**src/rtl/alu_exec_seq_pkg.sv**
```systemverilog
// Shared definitions for the sequential ALU execute unit: op_to_alu encodings,
// FSM state encoding and a small op-classification helper.
package alu_exec_seq_pkg;

  // op_to_alu encodings
  localparam logic [2:0] OpRol = 3'b000;
  localparam logic [2:0] OpSll = 3'b001;
  localparam logic [2:0] OpSra = 3'b010;
  localparam logic [2:0] OpSrl = 3'b011;
  localparam logic [2:0] OpAdd = 3'b100;
  localparam logic [2:0] OpOr  = 3'b101;
  localparam logic [2:0] OpXor = 3'b110;
  localparam logic [2:0] OpAnd = 3'b111;

  typedef enum logic [1:0] {
    StIdle  = 2'b00,
    StShift = 2'b01,
    StDone  = 2'b10
  } state_e;

  // Pass-through requests override the op, so a shift op with passA/passB set
  // is handled by the single-cycle path.
  function automatic logic is_shift_req(logic [2:0] op, logic pass_a, logic pass_b);
    return !op[2] && !pass_a && !pass_b;
  endfunction

endpackage

```
**src/rtl/alu_shift_step.sv**
```systemverilog
// Combinational single-bit shift/rotate step.
// Ports:
//   op       - op_to_alu encoding; only rol/sll/sra/srl modify the data
//   data_in  - value before the step
//   data_out - value after one bit of shift/rotate (data_in for non-shift ops)
module alu_shift_step
  import alu_exec_seq_pkg::*;
#(
  parameter int unsigned WIDTH = 16
) (
  input  logic [2:0]       op,
  input  logic [WIDTH-1:0] data_in,
  output logic [WIDTH-1:0] data_out
);

  always_comb begin
    data_out = data_in;
    case (op)
      OpRol:   data_out = {data_in[WIDTH-2:0], data_in[WIDTH-1]};
      OpSll:   data_out = {data_in[WIDTH-2:0], 1'b0};
      OpSra:   data_out = {data_in[WIDTH-1], data_in[WIDTH-1:1]};
      OpSrl:   data_out = {1'b0, data_in[WIDTH-1:1]};
      default: data_out = data_in;
    endcase
  end

endmodule

```
**src/rtl/alu_exec_seq.sv**
```systemverilog
// Sequential ALU execute unit. Accepts a decoded ALU control bundle plus two
// operands on a valid/ready handshake; logic/arith/pass ops complete in one
// cycle, shifts/rotates iterate one bit per cycle. Result and flags are
// returned on a second valid/ready handshake.
// Ports:
//   clk, rst_n            - clock, asynchronous active-low reset
//   in_valid / in_ready   - request handshake
//   A, B                  - operands
//   invA, invB            - invert operand before use
//   cin, sign             - adder carry-in, signed overflow rule select
//   op_to_alu             - operation select
//   passA, passB          - result = Ai / Bi (passB has priority)
//   out_valid / out_ready - result handshake
//   Out, zero, ofl, cout  - registered result and flags
module alu_exec_seq
  import alu_exec_seq_pkg::*;
#(
  parameter int unsigned WIDTH   = 16,
  parameter int unsigned SHAMT_W = 4
) (
  input  logic             clk,
  input  logic             rst_n,
  input  logic             in_valid,
  output logic             in_ready,
  input  logic [WIDTH-1:0] A,
  input  logic [WIDTH-1:0] B,
  input  logic             invA,
  input  logic             invB,
  input  logic             cin,
  input  logic             sign,
  input  logic [2:0]       op_to_alu,
  input  logic             passA,
  input  logic             passB,
  output logic             out_valid,
  input  logic             out_ready,
  output logic [WIDTH-1:0] Out,
  output logic             zero,
  output logic             ofl,
  output logic             cout
);

  state_e             state_q, state_d;
  logic [WIDTH-1:0]   shreg_q, shreg_d;
  logic [SHAMT_W-1:0] cnt_q, cnt_d;
  logic [2:0]         sop_q, sop_d;
  logic [WIDTH-1:0]   out_q, out_d;
  logic               zero_q, zero_d;
  logic               ofl_q, ofl_d;
  logic               cout_q, cout_d;

  logic [WIDTH-1:0]   ai, bi;
  logic [WIDTH:0]     sum_ext;
  logic [WIDTH-1:0]   sum;
  logic               add_cout, add_ofl;
  logic [WIDTH-1:0]   single_res;
  logic               is_add;
  logic               is_shift;
  logic [SHAMT_W-1:0] shamt;
  logic               accept;
  logic [WIDTH-1:0]   step_out;

  // Operand conditioning and single-cycle datapath
  assign ai       = invA ? ~A : A;
  assign bi       = invB ? ~B : B;
  assign sum_ext  = {1'b0, ai} + {1'b0, bi} + {{WIDTH{1'b0}}, cin};
  assign sum      = sum_ext[WIDTH-1:0];
  assign add_cout = sum_ext[WIDTH];
  assign add_ofl  = sign ? ((ai[WIDTH-1] == bi[WIDTH-1]) && (sum[WIDTH-1] != ai[WIDTH-1]))
                         : add_cout;
  assign is_add   = (op_to_alu == OpAdd) && !passA && !passB;
  assign is_shift = is_shift_req(op_to_alu, passA, passB);
  assign shamt    = bi[SHAMT_W-1:0];

  always_comb begin
    single_res = ai;
    if (passB) begin
      single_res = bi;
    end else if (passA) begin
      single_res = ai;
    end else begin
      case (op_to_alu)
        OpAdd:   single_res = sum;
        OpOr:    single_res = ai | bi;
        OpXor:   single_res = ai ^ bi;
        OpAnd:   single_res = ai & bi;
        default: single_res = ai;
      endcase
    end
  end

  alu_shift_step #(
    .WIDTH(WIDTH)
  ) u_shift_step (
    .op      (sop_q),
    .data_in (shreg_q),
    .data_out(step_out)
  );

  // Handshake
  assign in_ready  = (state_q == StIdle) || ((state_q == StDone) && out_ready);
  assign out_valid = (state_q == StDone);
  assign accept    = in_valid && in_ready;

  always_comb begin
    state_d = state_q;
    shreg_d = shreg_q;
    cnt_d   = cnt_q;
    sop_d   = sop_q;
    out_d   = out_q;
    zero_d  = zero_q;
    ofl_d   = ofl_q;
    cout_d  = cout_q;

    case (state_q)
      StIdle, StDone: begin
        if (accept) begin
          if (is_shift) begin
            shreg_d = ai;
            cnt_d   = shamt;
            sop_d   = op_to_alu;
            if (shamt == '0) begin
              state_d = StDone;
              out_d   = ai;
              zero_d  = (ai == '0);
              ofl_d   = 1'b0;
              cout_d  = 1'b0;
            end else begin
              state_d = StShift;
            end
          end else begin
            state_d = StDone;
            out_d   = single_res;
            zero_d  = (single_res == '0);
            ofl_d   = is_add ? add_ofl : 1'b0;
            cout_d  = is_add ? add_cout : 1'b0;
          end
        end else if (state_q == StDone && out_ready) begin
          state_d = StIdle;
        end
      end
      StShift: begin
        shreg_d = step_out;
        cnt_d   = cnt_q - SHAMT_W'(1);
        // The final step goes straight into the output register.
        if (cnt_q == SHAMT_W'(1)) begin
          state_d = StDone;
          out_d   = step_out;
          zero_d  = (step_out == '0);
          ofl_d   = 1'b0;
          cout_d  = 1'b0;
        end
      end
      default: state_d = StIdle;
    endcase
  end

  always_ff @(posedge clk or negedge rst_n) begin
    if (!rst_n) begin
      state_q <= StIdle;
      shreg_q <= '0;
      cnt_q   <= '0;
      sop_q   <= OpRol;
      out_q   <= '0;
      zero_q  <= 1'b0;
      ofl_q   <= 1'b0;
      cout_q  <= 1'b0;
    end else begin
      state_q <= state_d;
      shreg_q <= shreg_d;
      cnt_q   <= cnt_d;
      sop_q   <= sop_d;
      out_q   <= out_d;
      zero_q  <= zero_d;
      ofl_q   <= ofl_d;
      cout_q  <= cout_d;
    end
  end

  assign Out  = out_q;
  assign zero = zero_q;
  assign ofl  = ofl_q;
  assign cout = cout_q;

endmodule

```
**config.mk**
```make
export PLATFORM = sky130hd
export DESIGN_NAME = alu_exec_seq
export DESIGN_NICKNAME = d
export VERILOG_FILES = /design/src/rtl/alu_exec_seq_pkg.sv /design/src/rtl/alu_shift_step.sv /design/src/rtl/alu_exec_seq.sv
export SDC_FILE = /design/constraint.sdc
export NUM_CORES = 1
export LEC_CHECK = 0
export ABC_CLOCK_PERIOD_IN_PS = 2400
export BUFFER_PORTS_ARGS = -buffer_cell sky130_fd_sc_hd__buf_2
export CORE_ASPECT_RATIO = 1.5
export CORE_MARGIN = 2
export CORE_UTILIZATION = 60
export DETAILED_ROUTE_END_ITERATION = 12
export MAX_ROUTING_LAYER = met4
export PLACE_DENSITY = 0.83
export SYNTH_ARGS = -nofsm -noshare
export SYNTH_HDL_FRONTEND = slang
export SYNTH_SLANG_ARGS = --single-unit
```
**constraint.sdc**
```tcl
create_clock -name clk -period 2.4 [get_ports clk]
set_input_delay 0.36 -clock clk [delete_from_list [all_inputs] [get_ports clk]]
set_output_delay 0.36 -clock clk [all_outputs]
set_load 0.05 [all_outputs]
```
==> metrics, run 1 <==
number of unique standard cell types used by synthesis 71; number of global-route vias before repair 8523; Num Clock Sinks 44; share of synthesized area occupied by flip-flops and latches 22.3%; syn_nets 736; share of async-settable or async-resettable flops after synthesis 100%; maximum root-to-sink buffer count 2; synthesized cell area 4940 um2; GRT Total Usage 73.7%; Max H-tree Level 2; Halt Stage 5_1_grt; Core Rows 40; starting density of the core 61.7%; Post-synth EDFFs 0; first-pass GRT wire length 49.1 mm; average cell area after synthesis 7.52 um2; Die Span Y 115 um; count of buffers from port buffering 65; final estimated routing congestion in global placement 1.09; cell area after placement 6770 um2; number of top-level design ports 66; run status stopped before the end; Num CTS Buffers 5; first logged error message [ERROR GRT-0116] Global routing finished with congestion. Check the congestion regions in the DRC Viewer.; clock root buffer sky130_fd_sc_hd__clkbuf_16; post-synthesis instance total 657; detailed-placement wirelength estimate 14.5 mm; pin count of the biggest net entering global routing 42; Cells after DPL 955; Chip Width 78.1 um; Seq cells post-synth 44; number of warnings printed during yosys synthesis 0; grt total ovfl 5; leading register cell type out of synthesis sky130_fd_sc_hd__dfrtp_1
[per-layer routing]
metal	GRT overflow	GRT usage [%]
met5	-	-
met1	0	72.0
met3	0	48.6
met4	2	76.3
met2	3	92.8
[cells in the mapped netlist, types with 5 or more instances]
cell / count / area share, %
sky130_fd_sc_hd__nand4_1: 7 / 0.89
sky130_fd_sc_hd__o221ai_1: 6 / 1.1
sky130_fd_sc_hd__inv_1: 42 / 3.2
sky130_fd_sc_hd__nand2b_1: 6 / 0.76
sky130_fd_sc_hd__mux2_2: 10 / 2.3
sky130_fd_sc_hd__nor4_1: 8 / 1.0
sky130_fd_sc_hd__nand3_1: 10 / 1.0
sky130_fd_sc_hd__nor2_1: 58 / 4.4
sky130_fd_sc_hd__dfrtp_1: 44 / 22
sky130_fd_sc_hd__nand2_1: 75 / 5.7
sky130_fd_sc_hd__a21oi_1: 55 / 5.6
sky130_fd_sc_hd__nor2b_1: 10 / 1.3
sky130_fd_sc_hd__o211ai_1: 11 / 1.7
sky130_fd_sc_hd__ha_1: 33 / 8.4
sky130_fd_sc_hd__a211oi_1: 5 / 0.76
sky130_fd_sc_hd__a21o_1: 5 / 0.76
sky130_fd_sc_hd__xor2_1: 19 / 3.4
sky130_fd_sc_hd__nor3_1: 9 / 0.91
sky130_fd_sc_hd__and3_1: 11 / 1.4
sky130_fd_sc_hd__clkbuf_1: 33 / 2.5
sky130_fd_sc_hd__o22ai_1: 10 / 1.3
sky130_fd_sc_hd__xnor2_1: 16 / 2.8
sky130_fd_sc_hd__o21ai_0: 59 / 6.0
sky130_fd_sc_hd__mux2i_1: 26 / 5.3
[kinds of logic after synthesis]
kind of cell             after synthesis  share of synthesized area [%]
flip-flops                            44                           22.3
XOR/XNOR                              37                           7.09
AO/OA/AOI/OAI                        206                           26.7
buffers and inverters                 88                           7.09
adder cells (fa/ha/maj)               34                           8.76
AND/OR/NAND/NOR                      209                           19.6
multiplexers                          39                           8.46
[what timing repair did]
action,4_1_cts
gates cloned,1
pin swaps,42
buffers inserted,25
endpoints found under the setup margin,17
resized for setup,103
hold buffers,0
[metrics by stage]
stage	hold WS, ps	setup slack (ps)
after floorplan	64.4	-565
after global placement	401	-925
after detailed placement	402	-1150
after CTS	103	-520
==> run 2: changes to the inputs <==
- CORE_ASPECT_RATIO: 1.5 -> not set
- CORE_UTILIZATION: 60 -> 40
- MAX_ROUTING_LAYER: met4 -> not set
- PLACE_DENSITY: 0.83 -> not set
- PLACE_DENSITY_LB_ADDON: not set -> 0.15
==> run 2 against run 1 <==
  * The flow now finishes, with violations (setup timing)
  * Synthesized cell count unchanged
  * Area after synthesis unchanged
==> metrics, run 2 <==
number of vias after detailed routing 5952; endpoint arrival time on the critical path 3080 ps; number of global-route vias before repair 6013; number of warnings printed during yosys synthesis 0; final setup vio count 13; Core Rows 40; run status complete, but fails checks; final estimated routing congestion in global placement 0.917; TritonCTS clock tree yes; kind of end point of the critical path flop; final cycle utilization of the critical path 120%; type of the most critical hold path input port to async pin; violations in the final reports setup timing; most repeated cell in the gate-level netlist after synthesis sky130_fd_sc_hd__nand2_1; detailed-placement wirelength estimate 15.3 mm; number of inserted filler cells in the final layout 1006; Num Clock Sinks 44; Synth top area share 22.3%; maximum root-to-sink buffer count 2; Clock Pin Slew Worst Setup and Hold Paths 60 ps; total length of routed wires 20.1 mm; static power due to leakage 3.71 nW; number of detailed-route iterations in the first pass 5; Cells after DPL 1005; share of synthesized area occupied by flip-flops and latches 22.3%; number of unique standard cell types used by synthesis 71; first-pass GRT wire length 31.5 mm; number of DRC markers in iteration 0 665; Max stage delay on crit path 510 ps; cells along the critical path buf_12 > buf_16 > xnor2_4 > inv_2 > ha_4 > and3_4 > nand3_1 > o21ai_2 > or4_4 > a31oi_4 > nand4_1 > nor4_2 > a41oi_1 > o22ai_1; average detailed-routed wire length per instance 19.4 um; family of cells with the greatest summed delay on the critical path simple AND/OR/NAND/NOR gates; remaining number of nets flagged by the antenna check after routing 0; remaining routing DRC violations 0; average cell area after synthesis 7.52 um2; via density per instance 5.75; critical path class input port to flop; area of the core 12000 um2; grt total ovfl 0; worst clock skew on the final layout 1.38 ps; pin count of the biggest net entering global routing 42; number of slew-limit violations in the final report 0; Max transition margin 46.0%; Required @ worst endpoint 2600 ps; worst slew pin tran 810 ps; final antenna diode count 0; Hold Violations, Final 0; count of buffers from port buffering 65; min cycle time layout 2870 ps; starting density of the core 41.1%; critical path peak fanout 6; share of async-settable or async-resettable flops after synthesis 100%; top library cells by usage in the layout, fill and taps aside 184 x sky130_fd_sc_hd__buf_4, 73 x sky130_fd_sc_hd__nand2_1, 63 x sky130_fd_sc_hd__buf_2; Post-synth EDFFs 0; number of maximum-capacitance constraint violations 0; Chip Width 115 um; leading register cell type out of synthesis sky130_fd_sc_hd__dfrtp_1; worst IR drop on VDD 354 uV; post-synthesis instance total 657; RSZ-0062 raised after global routing true; list of most frequent post-synthesis cells 75 x sky130_fd_sc_hd__nand2_1, 59 x sky130_fd_sc_hd__o21ai_0, 58 x sky130_fd_sc_hd__nor2_1; cell types with the largest area share after synthesis sky130_fd_sc_hd__dfrtp_1 22%, sky130_fd_sc_hd__ha_1 8.4%, sky130_fd_sc_hd__o21ai_0 6.0%; most common library cell in the layout ignoring fill and taps sky130_fd_sc_hd__buf_4; Seq cells post-synth 44; upper clock frequency limit 348 MHz; library cell with the largest summed area after synthesis sky130_fd_sc_hd__dfrtp_1; Max H-tree Level 2; area of the die 13300 um2; clock root buffer sky130_fd_sc_hd__clkbuf_16; share of post-route cells with drive strength above 1 46.6%; Die Span Y 115 um; post-route non-filler standard cell count 1036; worst hold slack across all endpoints 50.5 ps; least setup slack across all paths after layout -473 ps; Num CTS Buffers 5; P&R area growth vs syn 64.7%; synthesized cell area 4940 um2; number of antenna violations at the first check in global routing 0; power density cells 702 nW/um2; CP Launch Type input port; GRT Total Usage 30.5%; count of buffering cells on the critical path with inverters included 3; clock latency of the later-clocked register in the worst-skew pair 280 ps; syn_nets 736; crit path max-delay cell type sky130_fd_sc_hd__or4_4; number of top-level design ports 66; Layout Nets 967
run 2: cell counts after synthesis:
Identical to the previous run, type by type.
run 2: path summary, 6_finish.rpt:
check | startpoint | to | slack [ps] | depth (start not counted)
min in group clk | sign | ofl | 370 | 4
max | invA | zero | -470 | 14
min reg2reg | Out[3] | Out[3] | 480 | 2
max reg2reg | cnt_q[0] | Out[12] | 380 | 6
max in group asynchronous | rst_n | ofl | 1730 | 2
min | rst_n | state_q[1] | 50 | 1
run 2: area by class of cell:
cell class	count	area [um2]	share of cell area, %
Tap cell	147	184	2.26
Multi-Input combinational cell	525	4520	55.5
Timing Repair Buffer	267	2000	24.6
Clock buffer	6	129	1.58
Inverter	45	169	2.08
Sequential cell	44	1100	13.5
Clock inverter	2	35.0	0.430
run 2: report_power, final:
group | switching (mW) | internal, mW
sequential | 0.333 | 1.04
clock | 0.275 | 0.489
combinational | 1.99 | 1.59
total | 2.60 | 3.12
run 2: stage by stage:
stage                     area, um2  setup WS (ps)  power [mW]  setup TNS (ps)  util (%)
after global placement         6920          -1010        4.31          -11020      57.6
after detailed placement       6920          -1130        4.37          -11830      57.6
after floorplan                5280           -565        3.21           -3560         -
final                          8140           -473        5.72           -2590      67.8
after CTS                      7820           -505        5.47           -2580      65.1
after global routing           8140           -560        6.06           -3800      67.8
run 2: metal layers:
metal / up-vias / GRT usage (%) / routed length, um
met4: 0 / 9.88 / 513
li1: 2817 / - / -
met2: 220 / 52.9 / 10000
met1: 2872 / 39.9 / 8720
met3: 43 / 2.79 / 904
met5: - / 0 / 0
run 2: what timing repair did:
item	in CTS	in global routing
setup endpoints to repair	16	19
hold buffers	0	0
setup buffers	22	7
gates resized for setup	114	53
cloned	1	0
pin swaps	40	31
run 2: worst reg2reg max path, delay by kind of cell (launching register included):
kind	cells	cell delay [ps]
buf+inv	1	220
fa+ha+maj	1	210
flops	1	420
mux	1	330
simple gates	3	730
run 2: kinds of logic (layout without fill, tap and decap cells):
group / Yosys count / count (layout) / share of synthesized area, %
and+or+nand+nor: 209 / 209 / 19.6
adders and majority gates: 34 / 34 / 8.76
xor gates and xnor gates: 37 / 37 / 7.09
AOI/OAI and AO/OA: 206 / 206 / 26.7
buffers and inverters: 88 / 320 / 7.09
muxes: 39 / 39 / 8.46
DFF: 44 / 44 / 22.3
(Power assumes the default switching activity.)
